File: config.mk
export PLATFORM = sky130hd
export DESIGN_NAME = multiplier_flat
export DESIGN_NICKNAME = d
export VERILOG_FILES = /design/src/rtl/multiplier_if.sv /design/src/rtl/multiplier.sv /design/src/flat_wrapper.sv
export SDC_FILE = /design/constraint.sdc
export NUM_CORES = 1
export LEC_CHECK = 0
export CAP_MARGIN = 20
export CORE_UTILIZATION = 65
export DETAILED_ROUTE_END_ITERATION = 10
export MAX_ROUTING_LAYER = met4
export PLACE_DENSITY = 0.89
export SYNTH_ARGS = -nofsm -noshare
export SYNTH_HDL_FRONTEND = slang
export SYNTH_SLANG_ARGS = --single-unit
export TNS_END_PERCENT = 5
File: constraint.sdc
create_clock -name clk -period 8.7 [get_ports clk]
set_input_delay 1.74 -clock clk [delete_from_list [all_inputs] [get_ports clk]]
set_output_delay 1.74 -clock clk [all_outputs]
set_load 0.02 [all_outputs]
File: src/rtl/multiplier_if.sv
// Request/response bundle between the EX stage and the multi-cycle multiply unit.
// The master (pipeline) drives the request and kill; the slave (multiplier) drives the status and result.
interface multiplier_if;
    logic        start;
    logic [5:0]  alucode;
    logic [31:0] op1;
    logic [31:0] op2;
    logic        kill;
    logic        busy;
    logic        done;
    logic [31:0] multiplier_result;

    modport master (
        output start, alucode, op1, op2, kill,
        input  busy, done, multiplier_result
    );

    modport slave (
        input  start, alucode, op1, op2, kill,
        output busy, done, multiplier_result
    );
endinterface

File: src/rtl/multiplier.sv
// Multi-cycle RV32M multiplier (MUL/MULH/MULHSU/MULHU): shift-add on operand magnitudes, sign fixed at the end.
// Define MUL_RADIX4_EN to retire two multiplier bits per CALC cycle (radix-4); default is radix-2.
module multiplier #(
    parameter int XLEN = 32
) (
    input  logic        clk,
    input  logic        rst_n,
    multiplier_if.slave bus
);
    localparam logic [5:0] ALU_MUL    = 6'd32;
    localparam logic [5:0] ALU_MULH   = 6'd33;
    localparam logic [5:0] ALU_MULHSU = 6'd34;
    localparam logic [5:0] ALU_MULHU  = 6'd35;

    localparam logic [1:0] S_IDLE = 2'd0;
    localparam logic [1:0] S_CALC = 2'd1;
    localparam logic [1:0] S_FIX  = 2'd2;
    localparam logic [1:0] S_DONE = 2'd3;

    localparam logic [5:0] COUNT_END = 6'd32;
`ifdef MUL_RADIX4_EN
    localparam logic [5:0] STEP = 6'd2;
`else
    localparam logic [5:0] STEP = 6'd1;
`endif

    logic [1:0]  state_reg;
    logic [31:0] a_reg;
    logic [31:0] b_reg;
    logic [63:0] acc_reg;
    logic [5:0]  count_reg;
    logic        neg_reg;
    logic        hi_sel_reg;
    logic [31:0] result_reg;

    logic        is_mul_op;
    logic        op1_signed;
    logic        op2_signed;
    logic        op1_neg;
    logic        op2_neg;
    logic [31:0] mag1;
    logic [31:0] mag2;
    logic [63:0] a_ext;
    logic [63:0] addend;
    logic [63:0] prod;

    always_comb begin
        is_mul_op  = (bus.alucode == ALU_MUL)  || (bus.alucode == ALU_MULH) ||
                     (bus.alucode == ALU_MULHSU) || (bus.alucode == ALU_MULHU);
        op1_signed = (bus.alucode == ALU_MULH) || (bus.alucode == ALU_MULHSU);
        op2_signed = (bus.alucode == ALU_MULH);
        op1_neg    = op1_signed && bus.op1[31];
        op2_neg    = op2_signed && bus.op2[31];
        // 0x80000000 negates to itself, which is its correct unsigned magnitude
        mag1       = op1_neg ? (~bus.op1 + 32'd1) : bus.op1;
        mag2       = op2_neg ? (~bus.op2 + 32'd1) : bus.op2;
    end

    always_comb begin
        a_ext  = {32'd0, a_reg};
        addend = b_reg[0] ? (a_ext << count_reg) : 64'd0;
`ifdef MUL_RADIX4_EN
        addend = addend + (b_reg[1] ? (a_ext << (count_reg + 6'd1)) : 64'd0);
`endif
        prod   = neg_reg ? (~acc_reg + 64'd1) : acc_reg;
    end

    always_ff @(posedge clk or negedge rst_n) begin
        if (!rst_n) begin
            state_reg  <= S_IDLE;
            a_reg      <= '0;
            b_reg      <= '0;
            acc_reg    <= '0;
            count_reg  <= '0;
            neg_reg    <= 1'b0;
            hi_sel_reg <= 1'b0;
            result_reg <= '0;
        end else if (bus.kill) begin
            // flush wins over everything, including a start in the same cycle
            state_reg <= S_IDLE;
        end else begin
            case (state_reg)
                S_IDLE: begin
                    if (bus.start && is_mul_op) begin
                        a_reg      <= mag1;
                        b_reg      <= mag2;
                        acc_reg    <= '0;
                        count_reg  <= '0;
                        neg_reg    <= op1_neg ^ op2_neg;
                        hi_sel_reg <= (bus.alucode != ALU_MUL);
                        state_reg  <= S_CALC;
                    end
                end
                S_CALC: begin
                    if (count_reg == COUNT_END) begin
                        state_reg <= S_FIX;
                    end else begin
                        acc_reg   <= acc_reg + addend;
                        b_reg     <= b_reg >> STEP;
                        count_reg <= count_reg + STEP;
                    end
                end
                S_FIX: begin
                    result_reg <= hi_sel_reg ? prod[63:32] : prod[31:0];
                    state_reg  <= S_DONE;
                end
                default: begin
                    state_reg <= S_IDLE;
                end
            endcase
        end
    end

    assign bus.busy              = (state_reg == S_CALC) || (state_reg == S_FIX);
    assign bus.done              = (state_reg == S_DONE);
    assign bus.multiplier_result = result_reg;
endmodule

File: src/flat_wrapper.sv
// flat-port wrapper written by rule: the top's interface ports become plain ports
module multiplier_flat 
#(
    parameter int XLEN = 32
)
  (clk, rst_n, bus_start, bus_alucode, bus_op1, bus_op2, bus_kill, bus_busy, bus_done, bus_multiplier_result);
  multiplier_if bus_i ();
  input  logic clk;
  input  logic rst_n;
  input wire logic [$bits(bus_i.start)-1:0] bus_start;
  input wire logic [$bits(bus_i.alucode)-1:0] bus_alucode;
  input wire logic [$bits(bus_i.op1)-1:0] bus_op1;
  input wire logic [$bits(bus_i.op2)-1:0] bus_op2;
  input wire logic [$bits(bus_i.kill)-1:0] bus_kill;
  output wire logic [$bits(bus_i.busy)-1:0] bus_busy;
  output wire logic [$bits(bus_i.done)-1:0] bus_done;
  output wire logic [$bits(bus_i.multiplier_result)-1:0] bus_multiplier_result;
  assign bus_i.start = bus_start;
  assign bus_i.alucode = bus_alucode;
  assign bus_i.op1 = bus_op1;
  assign bus_i.op2 = bus_op2;
  assign bus_i.kill = bus_kill;
  assign bus_busy = bus_i.busy;
  assign bus_done = bus_i.done;
  assign bus_multiplier_result = bus_i.multiplier_result;
  multiplier #(.XLEN(XLEN)) u_core (.clk(clk), .rst_n(rst_n), .bus(bus_i));
endmodule
==> results of run 1 <==
## cells in the mapped netlist (4+ instances only)
cell	instances
nand2_1	308
o21ai_0	266
a21oi_1	170
dfrtp_1	170
nor2_1	129
clkbuf_1	113
xor2_1	100
ha_1	72
xnor2_1	72
o31ai_1	39
inv_1	38
mux2i_1	38
and2_1	37
nor3_1	31
or3_1	30
nand3_1	29
mux2_2	26
a21o_1	24
nand4_1	24
nor2b_1	22
o22ai_1	22
buf_1	15
nor4_1	15
o221ai_1	15
or4_1	15
a31oi_1	14
mux4_2	14
o21a_1	14
o21bai_1	14
a22oi_1	13
nand2b_1	12
o41ai_1	12
or2_2	9
o211ai_1	8
a221oi_1	6
a211oi_1	5
a21boi_0	5
and3_1	5
nand3b_1	4
o21ai_1	4
o31a_1	4
or4_4	4
## worst max-delay path by stage
stage / from / to / slack (ns)
2_1_floorplan: u_core.count_reg[0] / u_core.acc_reg[62] / 3.37
3_3_place_gp: u_core.count_reg[0] / u_core.acc_reg[63] / 3.16
3_5_place_dp: u_core.count_reg[0] / u_core.acc_reg[63] / 2.96
4_1_cts: u_core.count_reg[0] / u_core.acc_reg[63] / 2.91
5_1_grt: u_core.count_reg[0] / u_core.acc_reg[63] / 2.60
6_report: u_core.count_reg[0] / u_core.acc_reg[63] / 2.82
## final cells by class
class                   instances  area, µm²
clock inverters                14        155
well taps                     319        399
fillers                      1794       6210
flip-flops and latches        170       4260
repair buffers                124       1200
inverters                      40        150
clock buffers                  18        439
multi-input cells            1678      10700
## metrics by stage
stage          cells  hold slack [ns]   util  setup slack, ns  cell area (µm²)
2_1_floorplan   2018            0.450      -             3.37            15500
3_3_place_gp    2331            0.460  0.710             3.16            16700
3_5_place_dp    2331            0.469  0.710             2.96            16700
4_1_cts         2363            0.486  0.735             2.91            17300
5_1_grt         2363            0.506  0.735             2.60            17300
6_report        2363            0.481  0.735             2.82            17300
## power by group through the flow
stage,registers (mW),clock network (mW),logic (mW)
CTS,1.18,0.797,2.27
detailed placement,1.19,0,2.26
global route,1.21,0.829,2.51
finish,1.19,0.800,2.32
global placement,1.18,0,2.20
floorplan,1.16,0,1.66
## metal layers
metal,vias up,part of all wire
li1,7317,-
met1,7324,0.40
met2,855,0.45
met3,159,0.093
met4,0,0.061
met5,-,0
## cell families (layout without fill, tap and decap cells)
family	after synthesis	in the layout	synth area share
xor gates and xnor gates	172	172	0.0969
adders and majority gates	73	73	0.0592
DFF	170	170	0.274
muxes	78	78	0.0636
buffers and inverters	170	196	0.0416
AOI/OAI and AO/OA	666	666	0.258
and+or+nand+nor	689	689	0.207
## critical path, cell delays in order (launching register included)
cell,delay (ns)
dfrtp_2,0.99
mux4_2,0.63
mux2_2,0.31
o21ai_0,0.35
o21ai_0,0.22
and2_1,0.26
ha_1,0.37
a21o_1,0.19
a21o_1,0.17
a21o_1,0.17
a221oi_1,0.18
o21ai_0,0.25
a31oi_1,0.57
o21bai_1,0.28
a221oi_1,0.42
mux4_2,0.36
nand2_1,0.07
==> qor.csv, run 1 <==
metric;value;unit
final_common_cell;nand2_1;
power.total;4.30;mW
netSwitchingFraction;0.483;
ant_nets;0;
drive_above_1_share;0.0592;
post_cts_resized;0;
cap_violations;0;
via_count;15655;
min_period;5.88;ns
grt_util_met1;0.524;
netlist_area;15500;µm²
initial_core_util;0.662;
clkPwrFrac;0.186;
n_antenna_cell;0;
cts_tree;built;
syn_to_final_growth;11.0;%
synth_area_leaders;dfrtp_1 (27%), o21ai_0 (8.6%), nand2_1 (7.4%);
min_path_type;reg2reg;
initialDrtViolationCount;1701;
critPathArrivalTime;6.25;ns
seqPwrFrac;0.276;
ys_ff_latch;170;
gp_congestion;1.03;
yosysTopAreaCellShare;0.274;
ff2ff_path_depth;16;
power_density;249;nW/µm²
postSynthAreaPerCell;7.70;µm²
hp-start;u_core.bus.multiplier_result[14];
grt-ovfl-total;0;
ios;108;
io_buffers;107;
cts_max_path_buffers;2;
grt-busiest-layer;met2;
insertion_delay;0.45;ns
vdd_drop_max;166;µV
via_per_inst;6.63;
grt_util_met3;0.0739;
grt_pass1_wl;77100;µm
whs_endpoint;u_core.bus.multiplier_result[14];
criticalPathCategory;reg2reg;
drv_slew;0;
grt_max_degree;85;
synthCells;2018;
final_cell_mix;nand2_1 (308), o21ai_0 (266), a21oi_1 (170);
htreeDepth;4;
synth.net_count;2165;
fp.coreArea;23500;µm²
cts_setup_buffers;0;
nets;2178;
final-hold-violation-count;0;
cp-end-kind;register;
clock_skew;0.0155;ns
r2r-end;u_core.acc_reg[63];
holdPathStages;2;
p_leak;7.07;nW
num_rows;56;
seq_area_frac_synth;0.274;
die_y;157;µm
synthFlopType;dfrtp_1;
first_pass_iters;5;
dp_hpwl;37200;µm
crit_path_start_kind;register;
p_int;2.22;mW
drc;0;
wl_per_cell;20.7;µm
die-area;24500;µm²
yosysTopAreaCell;dfrtp_1;
maxSlewHeadroom;0.241;
antenna_found_initial;0;
reg2reg_slack;2.82;ns
grt_use_met2;0.633;
totalNegativeSetupSlack;0;ns
cp.required;9.08;ns
fin_crit_sh;0.676;
ys_warn_count;0;
synthDistinctLibCells;77;
grt_pass1_vias;14517;
synth-edff-count;0;
die_x;157;µm
cts_sinks;170;
crit_path_max_fanout;41;
clkSlewWorstSetupHoldPaths;0.08;ns
cts_hold_buf;0;
status;complete, no violations;
largest_reg_flops;64;
grt_use_total;0.419;
p_switching;2.08;mW
root_buffer;clkbuf_16;
worstMarginPinSlew;1.13;ns
finalSetupViolations;0;
numCtsBuffers;17;
timing.rr.start;u_core.count_reg[0];
grt_setup_unrepaired;false;
fmax;170;MHz
drt_wl_total;48800;µm
comb_power_share;0.538;
async_flop_share;1.00;
Note: power is estimated with default switching activity, not from simulation.
==> inputs of run 2 (changes only) <==
--- a/config.mk
+++ b/config.mk
@@ -6,10 +6,10 @@
 export NUM_CORES = 1
 export LEC_CHECK = 0
 export CAP_MARGIN = 20
-export CORE_UTILIZATION = 65
+export CORE_UTILIZATION = 61
 export DETAILED_ROUTE_END_ITERATION = 10
 export MAX_ROUTING_LAYER = met4
-export PLACE_DENSITY = 0.89
+export PLACE_DENSITY = 0.84
 export SYNTH_ARGS = -nofsm -noshare
 export SYNTH_HDL_FRONTEND = slang
 export SYNTH_SLANG_ARGS = --single-unit
==> constraint.sdc (replaced) <==
create_clock -name clk -period 6 [get_ports clk]
set_input_delay 1.2 -clock clk [delete_from_list [all_inputs] [get_ports clk]]
set_output_delay 1.2 -clock clk [all_outputs]
set_load 0.02 [all_outputs]
==> run 2 against run 1 <==
Compared with the run above:
- worst setup slack got worse by 2.2 ns
- utilization decreased by 4.5 points
- die area increased by 6.5%
- non-clock buffer count increased by 9
- global-route usage decreased by 3.3 points
- combinational power increased by 44%
- critical endpoint is now u_core.acc_reg[57]
- largest power group unchanged
==> qor.csv, run 2 (synthesized netlist as in run 1, its figures left out) <==
metric;value;unit;change
status;complete, no violations;;unchanged
clock_skew;0.0177;ns;was 0.0155 ns
crit_path_start_kind;register;;unchanged
io_buffers;107;;unchanged
initialDrtViolationCount;1638;;was 1701
initial_core_util;0.619;;was 0.662
crit_path_max_fanout;23;;was 41
numCtsBuffers;17;;unchanged
wl_per_cell;20.3;µm;was 20.7 µm
nets;2187;;was 2178
clkSlewWorstSetupHoldPaths;0.08;ns;about the same
gp_congestion;1.10;;was 1.03
post-place-ws;0.688;ns;was 2.96 ns
min_path_type;reg2reg;;unchanged
totalNegativeSetupSlack;0;ns;unchanged
die_x;162;µm;was 157 µm
criticalPathCategory;reg2reg;;unchanged
grt_use_total;0.386;;was 0.419
grt_max_degree;79;;was 85
grt_setup_unrepaired;false;;unchanged
maxSlewHeadroom;0.306;;was 0.241
cts_sinks;170;;unchanged
n_antenna_cell;0;;unchanged
syn_to_final_growth;11.5;%;was 11.0%
drive_above_1_share;0.0628;;was 0.0592
dp_hpwl;37500;µm;was 37200 µm
insertion_delay;0.44;ns;was 0.45 ns
drv_slew;0;;unchanged
vdd_drop_max;443;µV;was 166 µV
dp.cells;2351;;was 2331
grt_pass1_vias;14132;;was 14517
grt-ovfl-total;0;;unchanged
post_cts_resized;0;;unchanged
fin_crit_sh;0.903;;was 0.676
htreeDepth;4;;unchanged
finalSetupViolations;0;;unchanged
cts_hold_buf;0;;unchanged
die-area;26100;µm²;was 24500 µm²
drt_wl_total;48300;µm;was 48800 µm
power_density;356;nW/µm²;was 249 nW/µm²
cap_violations;0;;unchanged
critPathArrivalTime;5.80;ns;was 6.25 ns
min_period;5.42;ns;was 5.88 ns
cp.required;6.38;ns;was 9.08 ns
cts_max_path_buffers;2;;unchanged
final-hold-violation-count;0;;unchanged
root_buffer;clkbuf_16;;unchanged
cts_setup_buffers;0;;unchanged
antenna_found_initial;0;;unchanged
final_cells;2383;;was 2363
cp-end-kind;register;;unchanged
largest_reg_flops;64;;unchanged
grt_pass1_wl;76000;µm;was 77100 µm
via_count;15287;;was 15655
first_pass_iters;8;;was 5
cts_tree;built;;unchanged
fp.coreArea;25100;µm²;was 23500 µm²
via_per_inst;6.42;;was 6.63
p_leak;7.10;nW;was 7.07 nW
final_common_cell;nand2_1;;unchanged
worst_hold_slack;0.478;ns;was 0.481 ns
worstMarginPinSlew;1.04;ns;was 1.13 ns
fmax;185;MHz;was 170 MHz
die_y;162;µm;was 157 µm
num_rows;58;;was 56
drc;0;;unchanged
setup_ws;0.582;ns;was 2.82 ns
final_cell_mix;nand2_1 (308), o21ai_0 (266), a21oi_1 (170);;unchanged
ios;108;;unchanged
ant_nets;0;;unchanged
-- run 2: cell count changes in the layout (fill, tap and decap cells not counted) --
| cell | before | now |
|---|---|---|
| inv_8 | 4 | 2 |
| buf_4 | 17 | 25 |
| clkinv_4 | 1 | 3 |
| clkinv_8 | 1 | 0 |
| clkbuf_1 | 0 | 1 |
| buf_12 | 0 | 1 |
-- run 2: final timing paths --
| kind | start | to | slack (ns) | cells after the start |
|---|---|---|---|---|
| min | u_core.bus.multiplier_result[8] | u_core.bus.multiplier_result[8] | 0.48 | 2 |
| max in group asynchronous | rst_n | u_core.count_reg[4] | 4.01 | 2 |
| max reg2reg | u_core.count_reg[0] | u_core.acc_reg[57] | 0.58 | 19 |
| max | u_core.count_reg[0] | u_core.acc_reg[57] | 0.58 | 19 |
| min in group asynchronous | rst_n | u_core.bus.multiplier_result[8] | 0.77 | 1 |
| min reg2reg | u_core.bus.multiplier_result[8] | u_core.bus.multiplier_result[8] | 0.48 | 2 |
-- run 2: report_power, final --
part	internal (mW)	switching, mW	leakage (nW)
Sequential	1.43	0.284	2.29
Clock	0.596	0.532	0.279
Combinational	1.21	2.12	4.53
-- run 2: through the flow --
stage | util | power [mW] | instance area (µm²)
2_1_floorplan | - | 4.08 | 15500
3_3_place_gp | 0.667 | 4.90 | 16800
3_5_place_dp | 0.667 | 4.98 | 16800
4_1_cts | 0.690 | 6.10 | 17300
5_1_grt | 0.690 | 6.56 | 17300
6_report | 0.690 | 6.17 | 17300
-- run 2: worst max-delay path, stage by stage, from the launching register on --
cell      delay, ns
dfrtp_2        0.70
mux2_2         0.42
o21ai_0        0.25
nor2_1         0.07
a31oi_1        0.33
mux2_2         0.26
o22ai_1        0.15
and2_1         0.24
ha_1           0.41
a21oi_1        0.17
o211ai_1       0.20
a31oi_1        0.06
or4b_2         0.68
nand3_1        0.18
o21ai_0        0.10
buf_4          0.17
o21a_1         0.20
o211a_1        0.28
or4_1          0.41
nand3_1        0.09
-- run 2: per-layer routing --
| metal | up-vias | part of all wire | GRT usage |
|---|---|---|---|
| li1 | 7339 | - | - |
| met1 | 7153 | 0.42 | 0.486 |
| met2 | 676 | 0.45 | 0.600 |
| met3 | 119 | 0.080 | 0.0580 |
| met4 | 0 | 0.051 | 0.201 |
| met5 | - | 0 | - |
-- run 2: area by class of cell --
type                       count  area (µm²)
multi-input combinational   1678       10700
fill                        2134        7770
sequential                   170        4260
timing repair buffer         133        1280
clock buffer                  19         443
tap                          330         413
inverter                      40         150
clock inverter                13         134
==> inputs of run 3 (changes only) <==
--- a/config.mk
+++ b/config.mk
@@ -6,10 +6,10 @@
 export NUM_CORES = 1
 export LEC_CHECK = 0
 export CAP_MARGIN = 20
-export CORE_UTILIZATION = 61
+export CORE_UTILIZATION = 65
 export DETAILED_ROUTE_END_ITERATION = 10
 export MAX_ROUTING_LAYER = met4
-export PLACE_DENSITY = 0.84
+export PLACE_DENSITY = 0.89
 export SYNTH_ARGS = -nofsm -noshare
 export SYNTH_HDL_FRONTEND = slang
 export SYNTH_SLANG_ARGS = --single-unit
==> constraint.sdc (replaced) <==
create_clock -name clk -period 6.26 [get_ports clk]
set_input_delay 1.252 -clock clk [delete_from_list [all_inputs] [get_ports clk]]
set_output_delay 1.252 -clock clk [all_outputs]
set_load 0.02 [all_outputs]
==> run 3 against run 2 <==
Compared with the run above:
- critical path depth down 2
- largest power group unchanged
- sequential share of layout area about the same
- power is 4.0% lower
- cell count fell by 0.59%
- combinational power decreased by 4%
==> qor.csv, run 3 (synthesized netlist as in run 1, its figures left out) <==
metric;value;unit;change
drt_wl_total;48300;µm;about the same
timing.rr.start;u_core.count_reg[0];;unchanged
status;complete, no violations;;unchanged
criticalPathCategory;reg2reg;;unchanged
grt_pass1_wl;75700;µm;was 76000 µm
cts_hold_buf;0;;unchanged
gp_congestion;1.05;;was 1.10
grt_pass1_vias;14113;;was 14132
clkSlewWorstSetupHoldPaths;0.07;ns;was 0.08 ns
cts_max_path_buffers;2;;unchanged
grt-ovfl-total;0;;unchanged
clock_skew;0.0138;ns;was 0.0177 ns
die_y;157;µm;was 162 µm
initial_core_util;0.662;;was 0.619
num_rows;56;;was 58
cp.required;6.64;ns;was 6.38 ns
grt_max_degree;124;;was 79
via_count;15565;;was 15287
vdd_drop_max;351;µV;was 443 µV
clkPwrFrac;0.182;;was 0.183
fp.coreArea;23500;µm²;was 25100 µm²
final_util;0.737;;was 0.690
fmax;177;MHz;was 185 MHz
maxSlewHeadroom;0.335;;was 0.306
n_antenna_cell;0;;unchanged
wl_per_cell;20.4;µm;was 20.3 µm
critPathArrivalTime;6.02;ns;was 5.80 ns
post-place-ws;0.804;ns;was 0.688 ns
io_buffers;107;;unchanged
die_x;157;µm;was 162 µm
crit_path_end;u_core.acc_reg[63];;was u_core.acc_reg[57]
htreeDepth;4;;unchanged
cts_tree;built;;unchanged
reg2reg_slack;0.61;ns;was 0.58 ns
cts_sinks;170;;unchanged
cp-end-kind;register;;unchanged
drive_above_1_share;0.0620;;was 0.0628
root_buffer;clkbuf_16;;unchanged
ant_nets;0;;unchanged
p_switching;2.83;mW;was 2.94 mW
via_per_inst;6.57;;was 6.42
syn_to_final_growth;11.3;%;was 11.5%
power_density;342;nW/µm²;was 356 nW/µm²
placedInstanceArea;16700;µm²;was 16800 µm²
post_cts_resized;0;;unchanged
r2r-end;u_core.acc_reg[63];;was u_core.acc_reg[57]
final-hold-violation-count;0;;unchanged
die-area;24500;µm²;was 26100 µm²
finalSetupViolations;0;;unchanged
antenna_found_initial;0;;unchanged
cts_setup_buffers;0;;unchanged
fin_crit_sh;0.902;;was 0.903
initialDrtViolationCount;1927;;was 1638
drv_slew;0;;unchanged
crit_path_max_fanout;29;;was 23
p_int;3.10;mW;was 3.23 mW
first_pass_iters;8;;unchanged
cap_violations;0;;unchanged
grt_setup_unrepaired;false;;unchanged
comb_power_share;0.539;;was 0.540
min_path_type;reg2reg;;unchanged
nets;2184;;was 2187
ff2ff_path_depth;17;;was 19
largest_reg_flops;64;;unchanged
grt_use_total;0.413;;was 0.386
final_cell_mix;nand2_1 (308), o21ai_0 (266), a21oi_1 (170);;unchanged
num-fill-cells;1843;;was 2134
worstMarginPinSlew;0.997;ns;was 1.04 ns
dp_hpwl;36700;µm;was 37500 µm
netSwitchingFraction;0.477;;was 0.476
final_cell_area;17300;µm²;about the same
startpoint;u_core.count_reg[0];;unchanged
seqPwrFrac;0.279;;was 0.277
insertion_delay;0.45;ns;was 0.44 ns
crit_path_start_kind;register;;unchanged
totalNegativeSetupSlack;0;ns;unchanged
drc;0;;unchanged
setup_ws;0.614;ns;was 0.582 ns
min_period;5.65;ns;was 5.42 ns
p_leak;7.10;nW;about the same
numCtsBuffers;17;;unchanged
final_common_cell;nand2_1;;unchanged
ios;108;;unchanged
==> run 3: changes by cell type in the layout (fill, tap and decap cells not counted), sizes merged <==
cell,delta
clkbuf,-1
clkinv,+2
buf,-3
clkinvlp,-1
==> run 3: worst min-delay path by stage <==
stage                                     start                                to  cells past startpoint
6_report       u_core.bus.multiplier_result[12]  u_core.bus.multiplier_result[12]                      2
5_1_grt        u_core.bus.multiplier_result[15]  u_core.bus.multiplier_result[15]                      2
4_1_cts                         u_core.b_reg[8]                   u_core.b_reg[8]                      2
3_5_place_dp                    u_core.b_reg[8]                   u_core.b_reg[8]                      2
3_3_place_gp    u_core.bus.multiplier_result[2]   u_core.bus.multiplier_result[2]                      2
2_1_floorplan                   u_core.b_reg[1]                   u_core.b_reg[1]                      2
==> run 3: final cells by class <==
cell class                 instances  area, µm²  share of cell area
sequential                       170       4260               0.246
multi-input combinational       1678      10700               0.616
tap                              319        399              0.0231
inverter                          40        150             0.00867
timing repair buffer             130       1260              0.0731
clock buffer                      18        439              0.0254
clock inverter                    14        139             0.00802
==> run 3: layer usage <==
metal	vias to the layer above	wire (µm)	track usage
li1	7329	-	-
met1	7281	19600	0.526
met2	822	21400	0.619
met3	133	4520	0.0737
met4	0	2710	0.233
met5	-	0	-
==> run 3: worst max-delay path: stages (launching register included) <==
cell	delay [ns]
dfrtp_2	0.77
buf_4	0.35
mux4_2	0.55
mux2_2	0.30
o21ai_0	0.22
o21ai_0	0.15
and2_1	0.23
ha_1	0.36
a21o_1	0.21
a21o_1	0.17
a21o_1	0.16
a221oi_1	0.18
o21ai_0	0.27
a31oi_1	0.61
o21bai_1	0.28
a221oi_1	0.35
mux4_2	0.34
nand2_1	0.07
==> run 3: power by group through the flow <==
stage	clock, mW	combinational (mW)	sequential (mW)
floorplan	0	2.30	1.61
global route	1.12	3.49	1.68
CTS	1.07	3.11	1.64
detailed placement	0	3.09	1.66
global placement	0	3.01	1.64
finish	1.08	3.19	1.66
==> run 3: per-stage QoR <==
stage	total power, mW	hold WS (ns)	instances
after global routing	6.30	0.508	2369
final	5.93	0.480	2369
after floorplan	3.91	0.450	2018
after global placement	4.66	0.460	2336
after CTS	5.83	0.486	2368
after detailed placement	4.74	0.471	2336
